## config.mk

```make
export PLATFORM = sky130hd
export DESIGN_NAME = wb_queue
export DESIGN_NICKNAME = d
export VERILOG_FILES = /design/src/rtl/wb_queue_pkg.sv /design/src/rtl/wb_fwd_match.sv /design/src/rtl/wb_queue.sv
export SDC_FILE = /design/constraint.sdc
export NUM_CORES = 1
export LEC_CHECK = 0
export BUFFER_PORTS_ARGS = -buffer_cell sky130_fd_sc_hd__clkbuf_2
export CAP_MARGIN = 30
export CORE_MARGIN = 2
export CORE_UTILIZATION = 50
export CTS_BUF_LIST = sky130_fd_sc_hd__clkbuf_8 sky130_fd_sc_hd__clkbuf_16
export DETAILED_ROUTE_END_ITERATION = 8
export PLACE_DENSITY = 0.79
export SYNTH_ARGS = -nofsm -noshare
export SYNTH_HDL_FRONTEND = slang
export SYNTH_SLANG_ARGS = --single-unit
```

## constraint.sdc

```tcl
create_clock -name clk -period 4.67 [get_ports clk]
set_clock_uncertainty 0.15 [all_clocks]
set_input_delay 0.2335 -clock clk [delete_from_list [all_inputs] [get_ports clk]]
set_output_delay 0.2335 -clock clk [all_outputs]
set_load 0.1 [all_outputs]
```

## src/rtl/wb_queue_pkg.sv

```systemverilog
// Shared constants for the write-back path. DataWidth and RegNumWidth match
// the integer register file so both blocks agree on the write-port shape.
package wb_queue_pkg;

  localparam int unsigned DataWidth    = 32;
  localparam int unsigned RegNumWidth  = 5;
  localparam int unsigned DefaultDepth = 4;

endpackage : wb_queue_pkg

```

## src/rtl/wb_fwd_match.sv

```systemverilog
// Youngest-match forwarding lookup over the write-back queue entries.
// Ports:
//   ent_rd_i / ent_data_i : entry storage (destination index, data)
//   ent_vld_i             : per-entry occupied mask
//   head_i                : index of the oldest entry
//   num_i                 : register index to look up (0 never hits)
//   hit_o / data_o        : match found / data of youngest match (0 on miss)
module wb_fwd_match
  import wb_queue_pkg::*;
#(
  parameter int unsigned DEPTH         = DefaultDepth,
  parameter int unsigned DATA_WIDTH    = DataWidth,
  parameter int unsigned REG_NUM_WIDTH = RegNumWidth,
  localparam int unsigned PtrWidth     = $clog2(DEPTH)
) (
  input  logic [REG_NUM_WIDTH-1:0] ent_rd_i   [DEPTH],
  input  logic [DATA_WIDTH-1:0]    ent_data_i [DEPTH],
  input  logic [DEPTH-1:0]         ent_vld_i,
  input  logic [PtrWidth-1:0]      head_i,
  input  logic [REG_NUM_WIDTH-1:0] num_i,
  output logic                     hit_o,
  output logic [DATA_WIDTH-1:0]    data_o
);

  logic [PtrWidth-1:0] idx;

  // Scan oldest to youngest; a later match overrides, so the youngest wins.
  always_comb begin
    hit_o  = 1'b0;
    data_o = '0;
    idx    = '0;
    for (int unsigned i = 0; i < DEPTH; i++) begin
      idx = head_i + PtrWidth'(i);
      if (ent_vld_i[idx] && (ent_rd_i[idx] == num_i) && (num_i != '0)) begin
        hit_o  = 1'b1;
        data_o = ent_data_i[idx];
      end
    end
  end

endmodule : wb_fwd_match

```

## src/rtl/wb_queue.sv

```systemverilog
// In-order write-back queue between the ALU / load unit and the register
// file's single write port, with two forwarding lookup ports.
// Ports:
//   clk, reset                    : clock, synchronous active-high reset
//   ld_valid/ld_rd/ld_data/ld_ready     : load result handshake (older)
//   alu_valid/alu_rd/alu_data/alu_ready : ALU result handshake (younger)
//   wr_en/wr_num/wr_data          : register-file write, driven from the head
//   fwd_num*/fwd_hit*/fwd_data*   : forwarding lookups over pending writes
//   count                         : occupied entries
module wb_queue
  import wb_queue_pkg::*;
#(
  parameter int unsigned DEPTH         = DefaultDepth,
  parameter int unsigned DATA_WIDTH    = DataWidth,
  parameter int unsigned REG_NUM_WIDTH = RegNumWidth,
  localparam int unsigned PtrWidth     = $clog2(DEPTH),
  localparam int unsigned CntWidth     = $clog2(DEPTH) + 1
) (
  input  logic                     clk,
  input  logic                     reset,
  input  logic                     ld_valid,
  input  logic [REG_NUM_WIDTH-1:0] ld_rd,
  input  logic [DATA_WIDTH-1:0]    ld_data,
  output logic                     ld_ready,
  input  logic                     alu_valid,
  input  logic [REG_NUM_WIDTH-1:0] alu_rd,
  input  logic [DATA_WIDTH-1:0]    alu_data,
  output logic                     alu_ready,
  output logic                     wr_en,
  output logic [REG_NUM_WIDTH-1:0] wr_num,
  output logic [DATA_WIDTH-1:0]    wr_data,
  input  logic [REG_NUM_WIDTH-1:0] fwd_num0,
  input  logic [REG_NUM_WIDTH-1:0] fwd_num1,
  output logic                     fwd_hit0,
  output logic                     fwd_hit1,
  output logic [DATA_WIDTH-1:0]    fwd_data0,
  output logic [DATA_WIDTH-1:0]    fwd_data1,
  output logic [CntWidth-1:0]      count
);

  logic [PtrWidth-1:0]      head_q, head_d, tail_q, tail_d, alu_slot_c;
  logic [CntWidth-1:0]      count_q, count_d;
  logic [DEPTH-1:0]         vld_q, vld_d;
  logic [REG_NUM_WIDTH-1:0] rd_q   [DEPTH];
  logic [REG_NUM_WIDTH-1:0] rd_d   [DEPTH];
  logic [DATA_WIDTH-1:0]    data_q [DEPTH];
  logic [DATA_WIDTH-1:0]    data_d [DEPTH];
  logic                     ld_push_c, alu_push_c, pop_c;

  // Readiness looks at count only; a same-cycle drain earns no credit.
  assign ld_ready  = !reset && (count_q < CntWidth'(DEPTH));
  assign alu_ready = !reset && ((count_q < CntWidth'(DEPTH - 1)) ||
                     ((count_q == CntWidth'(DEPTH - 1)) && !(ld_valid && (ld_rd != '0))));

  // Writes to x0 complete the handshake but are dropped here.
  assign ld_push_c  = ld_valid && ld_ready && (ld_rd != '0);
  assign alu_push_c = alu_valid && alu_ready && (alu_rd != '0);
  assign pop_c      = (count_q != '0);

  // The load is older, so it takes the tail slot and the ALU result follows.
  assign alu_slot_c = tail_q + PtrWidth'(ld_push_c);

  assign wr_en   = pop_c;
  assign wr_num  = pop_c ? rd_q[head_q]   : '0;
  assign wr_data = pop_c ? data_q[head_q] : '0;
  assign count   = count_q;

  // Next-state for pointers, occupancy and entry payloads.
  always_comb begin
    head_d  = head_q;
    tail_d  = tail_q + PtrWidth'(ld_push_c) + PtrWidth'(alu_push_c);
    count_d = count_q + CntWidth'(ld_push_c) + CntWidth'(alu_push_c) - CntWidth'(pop_c);
    vld_d   = vld_q;
    rd_d    = rd_q;
    data_d  = data_q;
    if (pop_c) begin
      head_d        = head_q + PtrWidth'(1);
      vld_d[head_q] = 1'b0;
    end
    if (ld_push_c) begin
      vld_d[tail_q]  = 1'b1;
      rd_d[tail_q]   = ld_rd;
      data_d[tail_q] = ld_data;
    end
    if (alu_push_c) begin
      vld_d[alu_slot_c]  = 1'b1;
      rd_d[alu_slot_c]   = alu_rd;
      data_d[alu_slot_c] = alu_data;
    end
  end

  // Control state; reset discards every pending entry.
  always_ff @(posedge clk) begin
    if (reset) begin
      head_q  <= '0;
      tail_q  <= '0;
      count_q <= '0;
      vld_q   <= '0;
    end else begin
      head_q  <= head_d;
      tail_q  <= tail_d;
      count_q <= count_d;
      vld_q   <= vld_d;
    end
  end

  // Payload storage; contents are only observed through the valid mask.
  always_ff @(posedge clk) begin
    rd_q   <= rd_d;
    data_q <= data_d;
  end

  wb_fwd_match #(
    .DEPTH        (DEPTH),
    .DATA_WIDTH   (DATA_WIDTH),
    .REG_NUM_WIDTH(REG_NUM_WIDTH)
  ) u_fwd0 (
    .ent_rd_i  (rd_q),
    .ent_data_i(data_q),
    .ent_vld_i (vld_q),
    .head_i    (head_q),
    .num_i     (fwd_num0),
    .hit_o     (fwd_hit0),
    .data_o    (fwd_data0)
  );

  wb_fwd_match #(
    .DEPTH        (DEPTH),
    .DATA_WIDTH   (DATA_WIDTH),
    .REG_NUM_WIDTH(REG_NUM_WIDTH)
  ) u_fwd1 (
    .ent_rd_i  (rd_q),
    .ent_data_i(data_q),
    .ent_vld_i (vld_q),
    .head_i    (head_q),
    .num_i     (fwd_num1),
    .hit_o     (fwd_hit1),
    .data_o    (fwd_data1)
  );

endmodule : wb_queue

```

# Yosys cells after proc, flatten, opt, wreduce, memory -nomap -nowiden
# Index checks and enable logic that the tools add are counted.
# totals
register_bits	159
elab_cells	170
input_bits	88
out_inout_bits	109
# classes
n_addsub	8
n_bitwise	10
n_eq_ne	9
order_cmp	19
reduce_logical	37
muxes	75
# ops
op	n
32-bit two-way mux	19
32-bit binary-select mux with 2-bit select	4
128-bit bitwise mux	2
128-bit two-way mux	2
32-bit demux with 2-bit select	2
5-bit two-way mux	11
5-bit binary-select mux with 2-bit select	4
20-bit bitwise mux	2
5-bit equality test	8
20-bit two-way mux	2
1-bit logical AND	29
5-bit demux with 2-bit select	2
5-bit nonzero test	4
3-bit greater-or-equal comparator (second input constant)	6
2-bit by 3-bit less-than comparator with 1-bit output (second input constant)	6
2-bit inverter with 3-bit output	6
1-bit two-way mux	15
4-bit two-way mux	3
1-bit binary-select mux with 2-bit select	4
4-bit OR	2
3-bit by 1-bit adder with 3-bit output	2
1-bit demux with 2-bit select	3
2-bit by 1-bit greater-or-equal comparator with 1-bit output (second input constant)	3
3-bit by 1-bit less-than comparator with 1-bit output (second input constant)	2
other kinds (12)	15

# Longest topological paths before layout
# depth
ltp_word	12
ltp_mapped	16
ltp_nobuf	11

# Hierarchy
# From an unflattened synthesis, not the netlist that was laid out.
# hier_totals
cells_unflattened	2164
area_unflattened_um2	18017.3
# modules_own_cells
mod	area_each_um2	n_inst	cells_each	seq_area_each_um2
wb_fwd_match	4893.4	2	738	0.0
wb_queue	8230.4	1	688	3183.1

# Worst setup path after synthesis
# Ideal clock, no wire load.
# synth_path
path_type	reg-to-output
startpoint	register head_q[1]
endpoint	output port fwd_data1[0]
stages_incl_launch_ff	16
slack_ps	-1270
path_buffers	7
t_arrival_ps	5556
required_time_ps	4286
path_cell_list	dfxtp_1 -> buf_2 -> buf_2 -> clkbuf_1 -> clkbuf_1 -> inv_1 -> ha_1 -> buf_2 -> buf_6 -> mux4_2 -> xnor2_1 -> nand4_1 -> nor2_4 -> buf_2 -> nand3b_1 -> a211oi_1
# synth_via
elab_chain_cells	11
elab_cells_between_ends	55
classes_between	add/sub (3); eq/ne (4); mux (36); bitwise (4); reduce/logical (8)
# synth_rtl
element	line_no	rtl
from (decl)	wb_queue.sv:41	logic [PtrWidth-1:0] head_q, head_d, tail_q, tail_d, alu_slot_c;
from (signal assigned)	wb_queue.sv:95	head_q <= '0;
from (signal assigned)	wb_queue.sv:100	head_q <= head_d;
2-bit by 1-bit adder with 2-bit output / 2-bit inverter with 3-bit output (equally long branches)	wb_fwd_match.sv:33, wb_fwd_match.sv:34, wb_fwd_match.sv:36	
2-bit inverter with 3-bit output (not written as such) / 5-bit binary-select mux with 2-bit select (equally long branches)	wb_fwd_match.sv:34, wb_fwd_match.sv:36	
5-bit binary-select mux with 2-bit select / 5-bit two-way mux (equally long branches)	wb_fwd_match.sv:34	if (ent_vld_i[idx] && (ent_rd_i[idx] == num_i) && (num_i != '0)) begin
5-bit two-way mux (not written as such)	wb_fwd_match.sv:34	
5-bit two-way mux (not written as such) / 5-bit equality test (equally long branches)	wb_fwd_match.sv:34	
5-bit equality test / 1-bit logical AND (equally long branches)	wb_fwd_match.sv:34	
1-bit logical AND	wb_fwd_match.sv:34	
1-bit logical AND / 32-bit two-way mux (equally long branches)	wb_fwd_match.sv:34	
32-bit two-way mux (2 in series)	wb_fwd_match.sv:34	
32-bit two-way mux (*)	wb_fwd_match.sv:34	
to (decl)	wb_queue.sv:37	output logic [DATA_WIDTH-1:0] fwd_data1,
# Mark *: on every way between the ends. The rest lies on a longest branch, timed or not. The select of a mux whose other input is x is not followed.

# Worst setup path after layout
# layout_path
startpoint	register head_q[1]
endpoint	output port fwd_data0[10]
# layout_via
elab_chain_cells	11
elab_cells_between_ends	55
classes_between	add/sub (3); eq/ne (4); mux (36); bitwise (4); reduce/logical (8)
# layout_rtl
element	line_no	rtl
2-bit by 1-bit adder with 2-bit output / 2-bit inverter with 3-bit output (equally long branches)	wb_fwd_match.sv:33, wb_fwd_match.sv:34, wb_fwd_match.sv:36	
2-bit inverter with 3-bit output (not written as such) / 5-bit binary-select mux with 2-bit select (equally long branches)	wb_fwd_match.sv:34, wb_fwd_match.sv:36	
5-bit binary-select mux with 2-bit select / 5-bit two-way mux (equally long branches)	wb_fwd_match.sv:34	
5-bit two-way mux (not written as such)	wb_fwd_match.sv:34	
5-bit two-way mux (not written as such) / 5-bit equality test (equally long branches)	wb_fwd_match.sv:34	
5-bit equality test / 1-bit logical AND (equally long branches)	wb_fwd_match.sv:34	
1-bit logical AND	wb_fwd_match.sv:34	
1-bit logical AND / 32-bit two-way mux (equally long branches)	wb_fwd_match.sv:34	
32-bit two-way mux (2 in series)	wb_fwd_match.sv:34	
32-bit two-way mux (*)	wb_fwd_match.sv:34	
to (decl)	wb_queue.sv:36	output logic [DATA_WIDTH-1:0] fwd_data0,
# Marks and branches as above.

==> metrics list <==
* Synth area leader: sky130_fd_sc_hd__mux4_2
- Ranked by total cell area, the synthesized netlist is headed by sky130_fd_sc_hd__mux4_2 25%, sky130_fd_sc_hd__mux2_2 24%, sky130_fd_sc_hd__dfxtp_1 24%, sky130_fd_sc_hd__nand2_1 2.6%, sky130_fd_sc_hd__xnor2_1 2.4%.
* Synth Cell Area: roughly 13000 um2
* Dominant register cell in the synthesized netlist: sky130_fd_sc_hd__dfxtp_1
* Launch point of the worst reg-to-reg path: count[2]
- At the pin with the least slew margin, the transition time is 0.9827 ns.
* Maximum VDD drop: 825.4 uV
- The worst setup path is launched from a register.
* CTS root buf: sky130_fd_sc_hd__clkbuf_16
- The initial antenna violation count came to 3.
* Sort of element at the end of the critical path: output port
- Of the total power, the share spent switching nets is 0.4977.
* Crit-path slowest cell: sky130_fd_sc_hd__a211oi_4
- TritonCTS created 17 clock buffers.
* Number of I/O port buffers: 196
- Async set or reset register ratio after synthesis: 0
- For this run, the post-layout net count is 1437.
- After global routing the overflow that remains totals 0.
- The analysis attributes to net switching a power of 6.630 mW.
- Final critical-path share of the clock period: 0.9638
* Post-route DRC violation count: 0
- The layout has approximately 2000 filler cells.
- Period minus WS final: about 4.5 ns
- Fraction of power consumed by sequential logic: 0.208
* Design internal power: 6.691 mW
- Later-pin clock latency in the skew report: 0.43 ns
- The critical path in this run is classified as register to output port.
- Traced cell by cell, the critical path runs through inv_2 -> ha_4 -> mux4_2 -> xor2_1 -> nor4_1 -> buf_4 -> a211oi_4 -> buf_4 -> a221oi_1 -> o21ai_1 -> buf_12.
- Entering global routing, the biggest net connects between 100 and 150 pins.
- WL per Instance: 24.11 um
* Synth Area in Simple Gates: 0.07452
- Across all layers, the routed design uses 11470 vias.
* Area fraction in compound gates after synthesis: 0.07331
* TritonCTS clock tree: yes
- Number of hold-slack violations in the final timing report: 0
- RR Endpoint: data_q[31]
* Number of routed nets with antenna violations: 0
- Vias per cell: 6.788
- Once detailed placement completed, the half-perimeter wirelength came to 27370 um.
- Overall die area: 28190 um2
* Sequential area share after synthesis: 0.2370
- Of the total synthesized cell area, the portion taken by XOR and XNOR cells is 0.02869.
* Post-synthesis sequential element count: 159
- Share of cell area taken by muxes after synthesis: 0.5274
- Number of gates given a new drive strength after cts: 0
* Number of setup violations in the final report: 0
- Part of the power in combinational logic: 0.692
* Crit path max fanout: 15
* Delay of the slowest cell on the worst path: ~0.63 ns
- Worst EP arrival: 4.12 ns
- Number of optimization iterations in the first detailed-route pass: 5
* Initial core utilization: 0.5125
- The floorplan has just under 60 rows.
- Of the cells placed in the final design, the portion with a size suffix greater than 1 is 0.5473.
- In this run the power density over the cells is about 800 nW/um2.
- In this run the count of I/O pins placed on the die edge is 197.
- Yosys mapped the design onto 45 distinct sky130hd cell types.
- Placed cell count: 1618
* CTS HTree Levels: 4
- Crit. Startpoint: head_q[1]
- Path depth of the worst reg2reg path: 6
* Post-synthesis net count: 1270
- Rel. slew slack: 0.3449
- The cell that appears most often on the critical path is sky130_fd_sc_hd__buf_4.
- The min-delay analysis places its worst path in the category input pin to register.
- DP Area: 15690 um2
- Horizontal die dimension: 167.9 um
- Outcome: finished clean
- Yosys mapped a number of flops with a built-in enable equal to 0.
- Count of buffers added by post-CTS timing repair for setup: 0
- Post-synth top area share: 0.2515
- Wirelength, routed: 40740 um
- In this run the deepest clock path goes through 2 buffers.
- The critical path ends at fwd_data0[10].
- Vertical die dimension: 167.9 um
- Combinational family with the most area after synthesis: multiplexers
* Final non-filler cell area: 16620 um2
* TNS Setup: 0 ns
* Fraction of power consumed by the clock network: 0.099
- Max-cap violations in this run came to 0.
- Worst Hold Path Cells: 3
- GPL Wtd Cong: 0.8757
* CTS Hold Bufs: 37
- From synthesis to final layout, the design area changed by 23.73%.
- Of the total synthesized cell area, the portion taken by full adders, half adders and majority gates is 0.01043.
* Number of pins exceeding their max-slew limit in the final report: 0
- Overall routing resource usage: 0.2906
- For flop-to-flop paths, the worst setup slack is 1.42 ns.
- The number of global-route vias before repair came to 11770.
- Clock sink count: 159
- At the worst endpoint, the required time is 4.29 ns.
- A synthesized cell averages 11.46 um2.
- Number of standard cells in the final layout excluding fillers: 1690
- After clock tree synthesis, the clock-pin slew on the worst setup and hold paths is 0.07 ns.
- In this run, the number of DRC markers left after iteration 0 of detailed routing was 1064.
* Wire length of the first global-routing pass: 64380 um
- RSZ-0062 raised after global routing: no
- Hold slack: 0.04742 ns
* Total core area: about 26000 um2
- Timing-limited maximum frequency: 222.2 MHz
- Number of cells produced by synthesis: 1172
* Warnings, synthesis: 0
- In this run the static leakage power is a little over 6 nW.
==> kinds of logic (layout without fill, tap and decap cells) <==
kind of cell | after synthesis | count (layout)
compound gates | 147 | 147
buf+inv | 129 | 309
fa+ha+maj | 10 | 10
flops | 159 | 159
other cells | 0 | 3
simple gates | 203 | 203
mux | 480 | 480
xor+xnor | 44 | 44
==> layer usage <==
metal | wire length [um] | share of wire | track usage
met5 | 0 | 0 | 0
met3 | 3965 | 0.097 | 0.06253
met1 | 15210 | 0.37 | 0.3527
met2 | 20010 | 0.49 | 0.4950
met4 | 1552 | 0.038 | 0.1361
==> how the worst min path moves through the flow <==
| stage | start | endpoint |
|---|---|---|
| final | ld_data[23] | data_q[23] |
| after global routing | ld_data[23] | data_q[23] |
| after CTS | ld_data[24] | data_q[56] |
| after detailed placement | alu_data[22] | data_q[118] |
| after global placement | alu_data[17] | data_q[81] |
| after floorplan | reset | count[1] |
==> final cells by class <==
cell class	count	area [um2]	area share
Inverter	12	52.55	0.003162
Multi-Input combinational cell	884	9764	0.5876
Timing Repair Buffer	265	2633	0.1584
Clock buffer	17	425.4	0.02560
Sequential cell	159	3191	0.1920
Clock inverter	15	126.4	0.007604
Antenna cell	3	7.507	0.0004517
Tap cell	335	419.2	0.02522
==> worst max-delay path, delay by kind of cell (launching register included) <==
family,cells,cell delay (ns)
AOI/OAI and AO/OA,3,1.13
buffers and inverters,4,0.81
muxes,1,0.58
xor gates and xnor gates,1,0.21
DFF,1,0.47
and+or+nand+nor,1,0.07
adders and majority gates,1,0.40
==> cells in the mapped netlist, drive strengths merged (11+ instances only) <==
library cell  number
mux2             298
dfxtp            159
mux4             150
nand2             94
o21ai             70
buf               65
clkbuf            52
xnor2             37
nor2b             35
a221oi            32
mux2i             32
o221ai            22
nor2              19
nand3             14
inv               11
==> layout by cell type (no fill, tap or decap), types with 3 or more instances in the layout <==
cell                            instances
sky130_fd_sc_hd__o221ai_1              11
sky130_fd_sc_hd__nor2_1                15
sky130_fd_sc_hd__diode_2                3
sky130_fd_sc_hd__clkbuf_16             17
sky130_fd_sc_hd__or4_1                  5
sky130_fd_sc_hd__ha_1                   7
sky130_fd_sc_hd__nor3_1                 7
sky130_fd_sc_hd__xnor2_1               37
sky130_fd_sc_hd__a211oi_1               3
sky130_fd_sc_hd__a211oi_2               3
sky130_fd_sc_hd__mux4_2               150
sky130_fd_sc_hd__nand3b_1               6
sky130_fd_sc_hd__a21oi_1                8
sky130_fd_sc_hd__dlygate4sd3_1         37
sky130_fd_sc_hd__clkinv_4               5
sky130_fd_sc_hd__xor2_1                 7
sky130_fd_sc_hd__o221ai_2              11
sky130_fd_sc_hd__nand2_1               94
sky130_fd_sc_hd__dfxtp_1              157
sky130_fd_sc_hd__nor2b_1               35
sky130_fd_sc_hd__nor2_4                 4
sky130_fd_sc_hd__clkbuf_2             130
sky130_fd_sc_hd__or2_2                  3
sky130_fd_sc_hd__nand3_1               12
sky130_fd_sc_hd__clkinvlp_4             3
sky130_fd_sc_hd__mux2i_1               32
sky130_fd_sc_hd__o21ai_1               34
sky130_fd_sc_hd__mux2_2               288
sky130_fd_sc_hd__mux2_4                 8
sky130_fd_sc_hd__buf_12                70
sky130_fd_sc_hd__nand4_1                7
sky130_fd_sc_hd__inv_1                 12
sky130_fd_sc_hd__buf_4                 28
sky130_fd_sc_hd__o211ai_1               6
sky130_fd_sc_hd__o21ai_0               36
sky130_fd_sc_hd__a221oi_1              32
==> through the flow <==
step / setup WS [ns] / util / power [mW]
after floorplan: -0.05538 / - / 10.34
after global placement: 0.8473 / 0.5979 / 11.58
after detailed placement: 0.7022 / 0.5987 / 11.88
after CTS: 0.2485 / 0.6339 / 13.26
after global routing: 0.08168 / 0.6339 / 13.99
final: 0.1693 / 0.6341 / 13.32
==> state kept, by name, summed over array words and instances (netlist names) <==
name	flops
count	3
data_q	128
head_q	2
rd_q	20
tail_q	2
vld_q	4
==> power groups by stage <==
| stage | clock network (mW) | registers (mW) | logic (mW) |
|---|---|---|---|
| 2_1_floorplan | 0 | 2.55 | 7.79 |
| 3_3_place_gp | 0 | 2.67 | 8.90 |
| 3_5_place_dp | 0 | 2.77 | 9.11 |
| 4_1_cts | 1.33 | 2.74 | 9.19 |
| 5_1_grt | 1.40 | 2.87 | 9.72 |
| 6_report | 1.32 | 2.77 | 9.22 |
(Power assumes the default switching activity.)
